==> src/rtl/seq_detector_param.sv <==
// Serial bit-pattern detector with a run-time loadable pattern and overlap select.
// Optional saturating match counter on port match_cnt when SEQDET_COUNT_EN is defined.
module seq_detector_param #(
    parameter int unsigned           PAT_LEN     = 4,
    parameter logic [PAT_LEN-1:0]    DEFAULT_PAT = PAT_LEN'(4'b1011),
    parameter int unsigned           CNT_W       = 8
) (
    input  logic                 clk,
    input  logic                 rst,
    input  logic                 inp,
    input  logic                 inp_valid,
    input  logic                 overlap,
    input  logic                 pat_load,
    input  logic [PAT_LEN-1:0]   pat_in,
    output logic                 out,
    output logic                 armed
`ifdef SEQDET_COUNT_EN
    ,
    output logic [CNT_W-1:0]     match_cnt
`endif
);

    localparam int unsigned       FILL_W    = $clog2(PAT_LEN + 1);
    localparam logic [FILL_W-1:0] FILL_FULL = FILL_W'(PAT_LEN);

    if (PAT_LEN < 2 || PAT_LEN > 32 || CNT_W < 1) begin : g_bad_param
        $error("seq_detector_param: PAT_LEN must be 2..32 and CNT_W at least 1");
    end

    typedef enum logic {
        S_FILL  = 1'b0,
        S_ARMED = 1'b1
    } state_t;

    state_t               state_q, state_d;
    logic [PAT_LEN-1:0]   hist_q, hist_d;
    logic [PAT_LEN-1:0]   pat_q, pat_d;
    logic [FILL_W-1:0]    fill_q, fill_d;
    logic                 out_d;

    logic [PAT_LEN-1:0]   hist_shift;
    logic [FILL_W-1:0]    fill_inc;
    logic                 match_c;

    // Candidate history and fill level if the current bit is accepted; oldest bit in MSB.
    assign hist_shift = {hist_q[PAT_LEN-2:0], inp};
    assign fill_inc   = (fill_q == FILL_FULL) ? fill_q : fill_q + FILL_W'(1);
    assign match_c    = inp_valid && !pat_load && (fill_inc == FILL_FULL) && (hist_shift == pat_q);

    // Next-state and next-output decode; a pattern load discards any bit on the same edge.
    always_comb begin
        state_d = state_q;
        hist_d  = hist_q;
        fill_d  = fill_q;
        pat_d   = pat_q;
        out_d   = 1'b0;

        if (pat_load) begin
            pat_d   = pat_in;
            hist_d  = '0;
            fill_d  = '0;
            state_d = S_FILL;
        end else if (inp_valid) begin
            hist_d  = hist_shift;
            fill_d  = fill_inc;
            state_d = (fill_inc == FILL_FULL) ? S_ARMED : S_FILL;
            if (match_c) begin
                out_d = 1'b1;
                if (!overlap) begin
                    hist_d  = '0;
                    fill_d  = '0;
                    state_d = S_FILL;
                end
            end
        end
    end

    always_ff @(posedge clk) begin
        if (rst) begin
            state_q <= S_FILL;
            hist_q  <= '0;
            fill_q  <= '0;
            pat_q   <= DEFAULT_PAT;
            out     <= 1'b0;
            armed   <= 1'b0;
        end else begin
            state_q <= state_d;
            hist_q  <= hist_d;
            fill_q  <= fill_d;
            pat_q   <= pat_d;
            out     <= out_d;
            armed   <= (state_d == S_ARMED);
        end
    end

`ifdef SEQDET_COUNT_EN
    // Saturating match count; only reset clears it.
    always_ff @(posedge clk) begin
        if (rst) begin
            match_cnt <= '0;
        end else if (out_d && (match_cnt != {CNT_W{1'b1}})) begin
            match_cnt <= match_cnt + CNT_W'(1);
        end
    end
`endif

endmodule

==> config.mk <==
export PLATFORM = sky130hd
export DESIGN_NAME = seq_detector_param
export DESIGN_NICKNAME = d
export VERILOG_FILES = /design/src/rtl/seq_detector_param.sv
export SDC_FILE = /design/constraint.sdc
export NUM_CORES = 1
export LEC_CHECK = 0
export ABC_AREA = 1
export BUFFER_PORTS_ARGS = -buffer_cell sky130_fd_sc_hd__buf_4
export CAP_MARGIN = 25
export CORE_AREA = 2 2 39 41
export CTS_BUF_LIST = sky130_fd_sc_hd__clkbuf_2 sky130_fd_sc_hd__clkbuf_4 sky130_fd_sc_hd__clkbuf_8
export DETAILED_ROUTE_END_ITERATION = 6
export DIE_AREA = 0 0 41 43
export GPL_TIMING_DRIVEN = 0
export PLACE_DENSITY_LB_ADDON = 0.2
export SETUP_SLACK_MARGIN = 0.15
export SLEW_MARGIN = 20
export SYNTH_ARGS = -nofsm -noshare
export SYNTH_HDL_FRONTEND = slang
export SYNTH_SLANG_ARGS = --single-unit
==> constraint.sdc <==
create_clock -name clk -period 2.2 [get_ports clk]
set_input_delay 0.66 -clock clk [delete_from_list [all_inputs] [get_ports clk]]
set_output_delay 0.66 -clock clk [all_outputs]
set_load 0.02 [all_outputs]
==> results.sh, run 1 <==
export IMPL_status="finished clean"
export IMPL_worstSetupStartpointType="register"
export IMPL_ir_worst_vdd_mv=0.366
export IMPL_synth_top_cell_by_area="dfxtp_1"
export IMPL_setup_repair_after_global_routing_missed_its_margin="no"
export IMPL_cts_resized_gates=0
export IMPL_globalRouteTotalUtil_pct=16.6
export IMPL_synth_ff_type="dfxtp_1"
export IMPL_holdCritPathClass="reg2reg"
export IMPL_synth_yosys_warnings=0
export IMPL_yosys_area_top_type_share_pct=40.4
export IMPL_worstSetupPathType="reg2reg"
export IMPL_syn_to_final_growth_pct=23.4
export IMPL_maximum_number_of_pins_on_one_net_before_global_route_repair=11
export IMPL_cts_buffers_inserted=3
export IMPL_mappedNetlistNets=98
export IMPL_place_ws_ps=601
export IMPL_design_core_area_sq_um=1380
export IMPL_avgRoutedWirePerCell_um=9.66
export IMPL_timing_final_setup_violations=0
export IMPL_detail_route_wirelength_um=1130
export IMPL_start_util_pct=42.9
export IMPL_yosys_cell_count_top_type="nand2_1"
export IMPL_tritoncts_clock_tree="done"
export IMPL_antenna_found_initial=0
export IMPL_die_w_um=41
export IMPL_synth_edff_count=0
export IMPL_cts_root_buf="clkbuf_4"
export IMPL_synth_seq_area_share_pct=40.4
export IMPL_post_dp_cell_area_sq_um=697
export IMPL_drt_pass1_iterations=4
export IMPL_worst_slew_margin_rel_pct=72.5
export IMPL_final_net_count=114
export IMPL_placement_io_buffers=11
export IMPL_syn_avg_cell_area_sq_um=6.91
export IMPL_ys_seq_elements=12
export IMPL_via_per_inst=4.57
export IMPL_tightestPinTransition_ps=411
export IMPL_design_portCount=12
export IMPL_dieHeight_um=43
export IMPL_timing_hold_violations_final=0
export IMPL_min_period_over_period_pct=65.8
export IMPL_totalPowerFinal_mw=0.473
export IMPL_power_density_nw_per_um2=645
export IMPL_critical_path_required_ps=2400
export IMPL_netlist_top_cells_count="22 x nand2_1, 15 x inv_1, 12 x dfxtp_1"
export IMPL_cap_viol_max_count=0
export IMPL_floorplan_rows=14
export IMPL_dr_total_vias=535
export IMPL_post_dp_hpwl_um=885
export IMPL_max_freq_mhz=690
export IMPL_design_area_final_sq_um=733
export IMPL_share_of_final_layout_standard_cells_stronger_than_drive_strength_1_pct=21.8
export IMPL_slew_viol_final=0
export IMPL_worst_skew_pair_late_latency_ps=280
export IMPL_synthDistinctLibCells=17
export IMPL_grt_remaining_overflow=0
export IMPL_grt_first_pass_wirelength_um=1880
export IMPL_postSynthCellCount=86
export IMPL_number_of_global_route_vias_before_repair=455
export IMPL_worst_ep_arrival_time_ps=1650
export IMPL_postCtsHoldBufs=0
export IMPL_diodes=0
export IMPL_period_needed_ps=1450
export IMPL_worst_clock_skew_ps=1.37
export IMPL_count_of_fill_cells_added_during_filler_insertion=143
export IMPL_cts_reportedPaths_clkPinSlew_ps=80
export IMPL_power_static_leakage_nw=0.351
export IMPL_drt_drc_violations_left=0
export IMPL_drt_iter0_markers=14
export IMPL_number_of_h_tree_levels=1
export IMPL_timing_setup_tns_ps=0
export IMPL_antenna_violating_nets_post_route=0
export IMPL_area_of_the_mapped_netlist_sq_um=594
export IMPL_ctsLongestPathBuffers=2
export IMPL_finish_utilization_pct=53.0
export IMPL_endpoint_kind="register"
export IMPL_final_setup_slack_of_the_worst_path_ps=752
export IMPL_cts_setup_buffers=0
export IMPL_total_die_area_sq_um=1760
export IMPL_cts_sinks=12
export IMPL_ys_async_sr_fraction_pct=0
export IMPL_gp_congestion=0.717
export IMPL_critical_path_peak_fanout=5
export IMPL_netlist_top_cells_area="dfxtp_1 40%, nand2_1 14%, inv_1 9.5%"
## stage by stage
stage / hold slack, ps / cells
after floorplan: 443 / 86
after global placement: 457 / 113
after detailed placement: 467 / 113
after CTS: 479 / 117
after global routing: 516 / 117
final: 477 / 117
## power breakdown
part           internal [mW]  switching [mW]  leakage (nW)
Combinational         0.0272          0.0326         0.232
Clock                  0.101          0.0787        0.0210
Sequential             0.227         0.00643        0.0986
## critical path, cell delays in order (launching register included)
cell     delay [ps]
dfxtp_1         370
inv_1            80
ha_1            200
nand2_2          80
xor2_1          220
nor2_2           90
nand3_2         120
nand2_1          60
a21oi_1         150
## cell type report
cell class	count	area (sq um)	area share (%)
plain buffers	1	3.75	0.512
clock buffers	4	36.3	4.95
inverters	16	60.1	8.19
multi-input cells	57	290	39.6
flip-flops and latches	12	240	32.8
well taps	16	20.0	2.73
repair buffers	11	82.6	11.3
## cells by family after synthesis
logic type               after synthesis  share of synthesized area [%]
AND/OR/NAND/NOR                       35                           26.7
buffers and inverters                 17                           10.7
XOR/XNOR                               1                           1.47
adder cells (fa/ha/maj)                2                           4.21
flip-flops                            12                           40.4
AO/OA/AOI/OAI                         19                           16.4
## routing by layer
metal / share of wire, % / routed length [um] / GRT usage (%)
met1: 48 / 543 / 21.2
met2: 45 / 509 / 22.8
met3: 3.3 / 37 / 3.14
met4: 3.5 / 40 / 14.0
met5: 0 / 0 / 0
## cell usage in the layout, fill, tap and decap left out, drive strengths merged
| cell | instances |
|---|---|
| nand2 | 23 |
| buf | 11 |
| nand3 | 4 |
| dfxtp | 12 |
| clkbuf | 5 |
| ha | 2 |
| o211ai | 1 |
| o21ai | 9 |
| a21oi | 9 |
| nor2 | 6 |
| inv | 16 |
| xor2 | 1 |
| or2 | 2 |
## final timing paths
| check | from | end | slack, ps | depth (start not counted) |
|---|---|---|---|---|
| worst max-delay path | fill_q[0]$_SDFFE_PP0P_ | hist_q[0]$_SDFFE_PP0P_ | 750 | 8 |
| worst min-delay path | pat_q[2]$_SDFFE_PP0P_ | pat_q[2]$_SDFFE_PP0P_ | 480 | 2 |
| worst max register to register | fill_q[0]$_SDFFE_PP0P_ | hist_q[0]$_SDFFE_PP0P_ | 750 | 8 |
| worst min register to register | pat_q[2]$_SDFFE_PP0P_ | pat_q[2]$_SDFFE_PP0P_ | 480 | 2 |
## flip-flops by register name (all words and copies together) (netlist names)
name and flops:
state_q 1, hist_q 3, out 1, fill_q 3, pat_q 4
Note: power is estimated with default switching activity, not from simulation.
==> run 2, diff against run 1 <==
==> constraint.sdc (replaced) <==
create_clock -name clk -period 1.5 [get_ports clk]
set_input_delay 0.45 -clock clk [delete_from_list [all_inputs] [get_ports clk]]
set_output_delay 0.45 -clock clk [all_outputs]
set_load 0.02 [all_outputs]
==> run 2 against run 1 <==
Global-route usage grew 2.3 points. Highest routed layer unchanged. Largest cell class unchanged. Count of clock-buffer cells in the layout unchanged. Die area stayed put. Worst setup slack got worse by 580 ps. Critical path type unchanged.
==> results.sh, run 2 (synthesis gave the netlist of run 1 again) <==
export IMPL_worstSetupStartpointType="register"
export IMPL_layout_cells_most_common="nand2_1"
export IMPL_cts_root_buf="clkbuf_4"
export IMPL_final_cell_mix="19 x nand2_1, 15 x buf_4, 12 x inv_1, 9 x o21ai_0, 9 x dfxtp_1"
export IMPL_cts_buffers_inserted=3
export IMPL_hold_end="out$_SDFF_PP0_"
export IMPL_dieHeight_um=43
export IMPL_final_net_count=121
export IMPL_min_period_over_period_pct=88.8
export IMPL_grt_first_pass_wirelength_um=2140
export IMPL_avgRoutedWirePerCell_um=11.5
export IMPL_status="finished clean"
export IMPL_design_portCount=12
export IMPL_worst_slew_margin_rel_pct=67.9
export IMPL_gp_congestion=0.717
export IMPL_worst_clock_skew_ps=2.88
export IMPL_critical_path_peak_fanout=5
export IMPL_regMostFlops="pat_q"
export IMPL_syn_to_final_growth_pct=51.8
export IMPL_worst_r2r_setup_slack_ps=170
export IMPL_layoutNonFillerInstCount=124
export IMPL_number_of_h_tree_levels=1
export IMPL_globalRouteTotalUtil_pct=19.0
export IMPL_setup_repair_after_global_routing_missed_its_margin="yes"
export IMPL_via_per_inst=4.73
export IMPL_design_core_area_sq_um=1380
export IMPL_drt_pass1_iterations=4
export IMPL_timing_setup_tns_ps=0
export IMPL_post_dp_hpwl_um=885
export IMPL_antenna_found_initial=0
export IMPL_largest_registers="pat_q x4, fill_q x3, hist_q x3"
export IMPL_critical_path_required_ps=1650
export IMPL_drt_drc_violations_left=0
export IMPL_ctsLongestPathBuffers=2
export IMPL_slew_viol_final=0
export IMPL_number_of_global_route_vias_before_repair=529
export IMPL_holdCritPathClass="in2reg"
export IMPL_placedCellCount=113
export IMPL_endpoint_kind="register"
export IMPL_placement_io_buffers=11
export IMPL_worst_ep_arrival_time_ps=1480
export IMPL_reg2reg_start="fill_q[0]$_SDFFE_PP0P_"
export IMPL_diodes=0
export IMPL_share_of_final_layout_standard_cells_stronger_than_drive_strength_1_pct=42.6
export IMPL_power_static_leakage_nw=0.405
export IMPL_total_die_area_sq_um=1760
export IMPL_cts_sinks=12
export IMPL_worst_skew_pair_late_latency_ps=280
export IMPL_ir_worst_vdd_mv=0.554
export IMPL_die_w_um=41
export IMPL_cts_reportedPaths_clkPinSlew_ps=80
export IMPL_count_of_fill_cells_added_during_filler_insertion=120
export IMPL_regToRegEndpoint="hist_q[0]$_SDFFE_PP0P_"
export IMPL_timing_hold_violations_final=0
export IMPL_floorplan_rows=14
export IMPL_period_needed_ps=1330
export IMPL_drt_iter0_markers=8
export IMPL_detail_route_wirelength_um=1420
export IMPL_power_density_nw_per_um2=827
export IMPL_worstSetupPathType="reg2reg"
export IMPL_timing_final_setup_violations=0
export IMPL_worstHoldPathCells=2
export IMPL_largest_reg_flops=4
export IMPL_cap_viol_max_count=0
export IMPL_area_of_combinational_cells_with_multiple_inputs_sq_um=379
export IMPL_worst_r2r_cell_count=8
export IMPL_tritoncts_clock_tree="done"
export IMPL_worst_hold_startpoint="rst"
export IMPL_seqCellArea_sq_um=249
export IMPL_tightestPinTransition_ps=481
export IMPL_dr_total_vias=586
export IMPL_maximum_number_of_pins_on_one_net_before_global_route_repair=11
export IMPL_max_freq_mhz=751
export IMPL_grt_remaining_overflow=0
export IMPL_antenna_violating_nets_post_route=0
export IMPL_start_util_pct=42.9
-- run 2: changes by cell type in the layout (fill, tap and decap cells not counted), sizes merged --
cell	previous run	this run
buf	11	18
-- run 2: how the worst max path moves through the flow --
stage | start | to | cells after the start
after floorplan | fill_q[0]$_SDFFE_PP0P_ | fill_q[2]$_SDFFE_PP0P_ | 8
after global placement | fill_q[0]$_SDFFE_PP0P_ | state_q$_SDFFE_PP0P_ | 8
after detailed placement | fill_q[0]$_SDFFE_PP0P_ | hist_q[0]$_SDFFE_PP0P_ | 8
after CTS | fill_q[0]$_SDFFE_PP0P_ | hist_q[0]$_SDFFE_PP0P_ | 8
after global routing | fill_q[0]$_SDFFE_PP0P_ | fill_q[2]$_SDFFE_PP0P_ | 8
final | fill_q[0]$_SDFFE_PP0P_ | hist_q[0]$_SDFFE_PP0P_ | 8
-- run 2: power by group --
part           internal [mW]  switching (mW)
sequential             0.332          0.0124
combinational         0.0702          0.0691
clock                  0.148           0.116
total                  0.549           0.197
-- run 2: cell type report --
cell class / count / area share [%]
buffer: 1 / 0.416
multi-input combinational: 57 / 42.0
clock buffer: 4 / 4.02
timing repair buffer: 18 / 16.2
inverter: 16 / 7.49
tap: 16 / 2.22
sequential: 12 / 27.6
-- run 2: what timing repair did --
| item | 4_1_cts | 5_1_grt |
|---|---|---|
| buffers inserted | 7 | 0 |
| resized for setup | 15 | 15 |
| pin swaps | 6 | 6 |
| hold buffers | 0 | 0 |
| setup endpoints to repair | 5 | 7 |
-- run 2: per-stage QoR --
stage	util, %	instance area, sq um	worst slack (ps)	hold WS (ps)	power, mW
after global placement	50.4	697	110	457	0.435
after CTS	60.9	843	142	355	0.729
after global routing	65.2	902	105	373	0.788
after detailed placement	50.4	697	67.3	467	0.438
after floorplan	-	594	231	443	0.402
final	65.2	902	168	360	0.746
-- run 2: layer usage --
metal	up-vias	part of all wire, %	global-route usage, %
met3	5	3.2	3.14
li1	309	-	-
met1	261	40	21.2
met4	0	2.8	14.0
met2	11	54	30.0
met5	-	0	0
-- run 2: critical path, stage by stage, from the launching register on --
cell and delay (ps):
dfxtp_4 370, inv_4 60, ha_4 130, nand2_4 70
xor2_4 170, nor2_4 140, nand3_4 110, nand2_2 80
a21oi_2 60
==> run 3, diff against run 2 <==
--- a/config.mk
+++ b/config.mk
@@ -8,12 +8,12 @@
 export ABC_AREA = 1
 export BUFFER_PORTS_ARGS = -buffer_cell sky130_fd_sc_hd__buf_4
 export CAP_MARGIN = 25
-export CORE_AREA = 2 2 39 41
+export CORE_MARGIN = 2
+export CORE_UTILIZATION = 35
 export CTS_BUF_LIST = sky130_fd_sc_hd__clkbuf_2 sky130_fd_sc_hd__clkbuf_4 sky130_fd_sc_hd__clkbuf_8
 export DETAILED_ROUTE_END_ITERATION = 6
-export DIE_AREA = 0 0 41 43
 export GPL_TIMING_DRIVEN = 0
-export PLACE_DENSITY_LB_ADDON = 0.2
+export PLACE_DENSITY = 0.62
 export SETUP_SLACK_MARGIN = 0.15
 export SLEW_MARGIN = 20
 export SYNTH_ARGS = -nofsm -noshare
==> run 3 against run 2 <==
Sequential share of layout area is 0.89 points higher. Total power is 4.0% lower. Clock skew fell by 1.6 ps. Utilization down 9.3 points. Sequential power about the same. Count of clock-buffer cells in the layout did not move. Non-clock buffer count stayed put. Cell area down 4.6%.
==> results.sh, run 3 (synthesis gave the netlist of run 1 again) <==
export IMPL_status="finished clean"
export IMPL_number_of_h_tree_levels=1
export IMPL_reg2reg_start="fill_q[0]$_SDFFE_PP0P_"
export IMPL_largest_registers="pat_q x4, fill_q x3, hist_q x3"
export IMPL_drt_pass1_iterations=4
export IMPL_min_period_over_period_pct=90.4
export IMPL_worst_ep_arrival_time_ps=1510
export IMPL_post_dp_hpwl_um=897
export IMPL_cp_top_family="simple AND/OR/NAND/NOR gates"
export IMPL_globalRouteTotalUtil_pct=14.3
export IMPL_layout_cells_most_common="buf_4"
export IMPL_total_die_area_sq_um=2040
export IMPL_design_core_area_sq_um=1540
export IMPL_gp_congestion=0.749
export IMPL_crit_slowest_cell="dfxtp_4"
export IMPL_grt_first_pass_wirelength_um=2040
export IMPL_period_needed_ps=1360
export IMPL_post_dp_cell_area_sq_um=697
export IMPL_maximum_number_of_pins_on_one_net_before_global_route_repair=11
export IMPL_cts_root_buf="clkbuf_4"
export IMPL_avgRoutedWirePerCell_um=10.5
export IMPL_postCtsHoldBufs=0
export IMPL_worst_r2r_setup_slack_ps=140
export IMPL_die_w_um=45.2
export IMPL_final_cell_mix="18 x buf_4, 16 x nand2_1, 12 x inv_1, 10 x dfxtp_1, 9 x o21ai_0"
export IMPL_hold_end="out$_SDFF_PP0_"
export IMPL_detail_route_wirelength_um=1300
export IMPL_setup_repair_after_global_routing_missed_its_margin="yes"
export IMPL_via_per_inst=4.77
export IMPL_floorplan_rows=14
export IMPL_power_density_nw_per_um2=833
export IMPL_ctsLongestPathBuffers=2
export IMPL_worst_path_buf_inv=1
export IMPL_number_of_global_route_vias_before_repair=499
export IMPL_syn_to_final_growth_pct=44.8
export IMPL_tightestPinTransition_ps=358
export IMPL_critical_path_peak_fanout=5
export IMPL_start_util_pct=38.6
export IMPL_ir_worst_vdd_mv=0.556
export IMPL_cap_viol_max_count=0
export IMPL_critPathMaxStageDelay_ps=360
export IMPL_largest_reg_flops=4
export IMPL_drt_iter0_markers=4
export IMPL_worst_hold_startpoint="rst"
export IMPL_cts_buffers_inserted=3
export IMPL_crit_chain="inv_4 -> ha_4 -> nand2_4 -> xor2_2 -> nor2_4 -> nand3_4 -> nand2_2 -> a21oi_2"
export IMPL_tritoncts_clock_tree="done"
export IMPL_totalPowerFinal_mw=0.717
export IMPL_endpoint_kind="register"
export IMPL_design_portCount=12
export IMPL_timing_hold_violations_final=0
export IMPL_regToRegEndpoint="hist_q[1]$_SDFFE_PP0P_"
export IMPL_timing_final_setup_violations=0
export IMPL_drt_drc_violations_left=0
export IMPL_antenna_found_initial=0
export IMPL_grt_remaining_overflow=0
export IMPL_slew_viol_final=0
export IMPL_antenna_violating_nets_post_route=0
export IMPL_worstSetupPathType="reg2reg"
export IMPL_diodes=0
export IMPL_holdCritPathClass="in2reg"
export IMPL_critical_path_required_ps=1650
export IMPL_share_of_final_layout_standard_cells_stronger_than_drive_strength_1_pct=42.6
export IMPL_worst_slew_margin_rel_pct=76.1
export IMPL_worstSetupStartpointType="register"
export IMPL_worst_skew_pair_late_latency_ps=270
export IMPL_finish_utilization_pct=55.8
export IMPL_dr_total_vias=591
export IMPL_dieHeight_um=45.2
export IMPL_placement_io_buffers=11
export IMPL_max_freq_mhz=738
export IMPL_worst_clock_skew_ps=1.28
export IMPL_power_static_leakage_nw=0.397
export IMPL_design_area_final_sq_um=861
export IMPL_timing_setup_tns_ps=0
export IMPL_regMostFlops="pat_q"
export IMPL_worstHoldPathCells=2
export IMPL_final_net_count=121
export IMPL_cts_reportedPaths_clkPinSlew_ps=70
export IMPL_cts_sinks=12
export IMPL_worst_r2r_cell_count=8
run 3: cell counts in the layout (fill, tap and decap cells not counted):
Identical to the previous run, type by type.
run 3: worst max-delay path by stage:
stage                              to                    from  cells past startpoint  slack (ps)
6_report       hist_q[1]$_SDFFE_PP0P_  fill_q[0]$_SDFFE_PP0P_                      8         140
5_1_grt        hist_q[1]$_SDFFE_PP0P_  fill_q[0]$_SDFFE_PP0P_                      8          70
4_1_cts          state_q$_SDFFE_PP0P_  fill_q[0]$_SDFFE_PP0P_                      9         160
3_5_place_dp   hist_q[0]$_SDFFE_PP0P_  fill_q[0]$_SDFFE_PP0P_                      8          90
3_3_place_gp     state_q$_SDFFE_PP0P_  fill_q[0]$_SDFFE_PP0P_                      8          90
2_1_floorplan  fill_q[2]$_SDFFE_PP0P_  fill_q[0]$_SDFFE_PP0P_                      8         230
run 3: cell type report:
type | count | area, sq um
Buffer | 1 | 3.75
Clock buffer | 4 | 36.3
Multi-Input combinational cell | 57 | 358
Fill cell | 145 | 681
Sequential cell | 12 | 245
Timing Repair Buffer | 18 | 135
Inverter | 16 | 62.6
Tap cell | 16 | 20.0
run 3: what timing repair did:
action	in CTS	in global routing
buffers inserted	5	2
pin swaps	5	8
resized for setup	7	15
setup endpoints to repair	5	6
run 3: metrics by stage:
step / setup WS, ps / hold slack [ps] / cells
after detailed placement: 85.0 / 466 / 113
after global routing: 73.7 / 361 / 124
final: 145 / 369 / 124
after floorplan: 231 / 443 / 86
after CTS: 159 / 366 / 122
after global placement: 90.1 / 461 / 113
run 3: power by group:
part           switching (mW)  leakage [nW]  total [mW]  internal, mW
Combinational          0.0607         0.276       0.121        0.0605
Clock                   0.105        0.0210       0.252         0.148
Sequential             0.0110        0.0997       0.344         0.333
run 3: per-layer routing:
layer  up-vias  track usage (%)  part of all wire, %
met5         -                0                    0
met4         0             5.29                 0.77
met3         2             7.20                  5.2
met2        13             22.3                   52
met1       264             16.9                   42
li1        312                -                    -
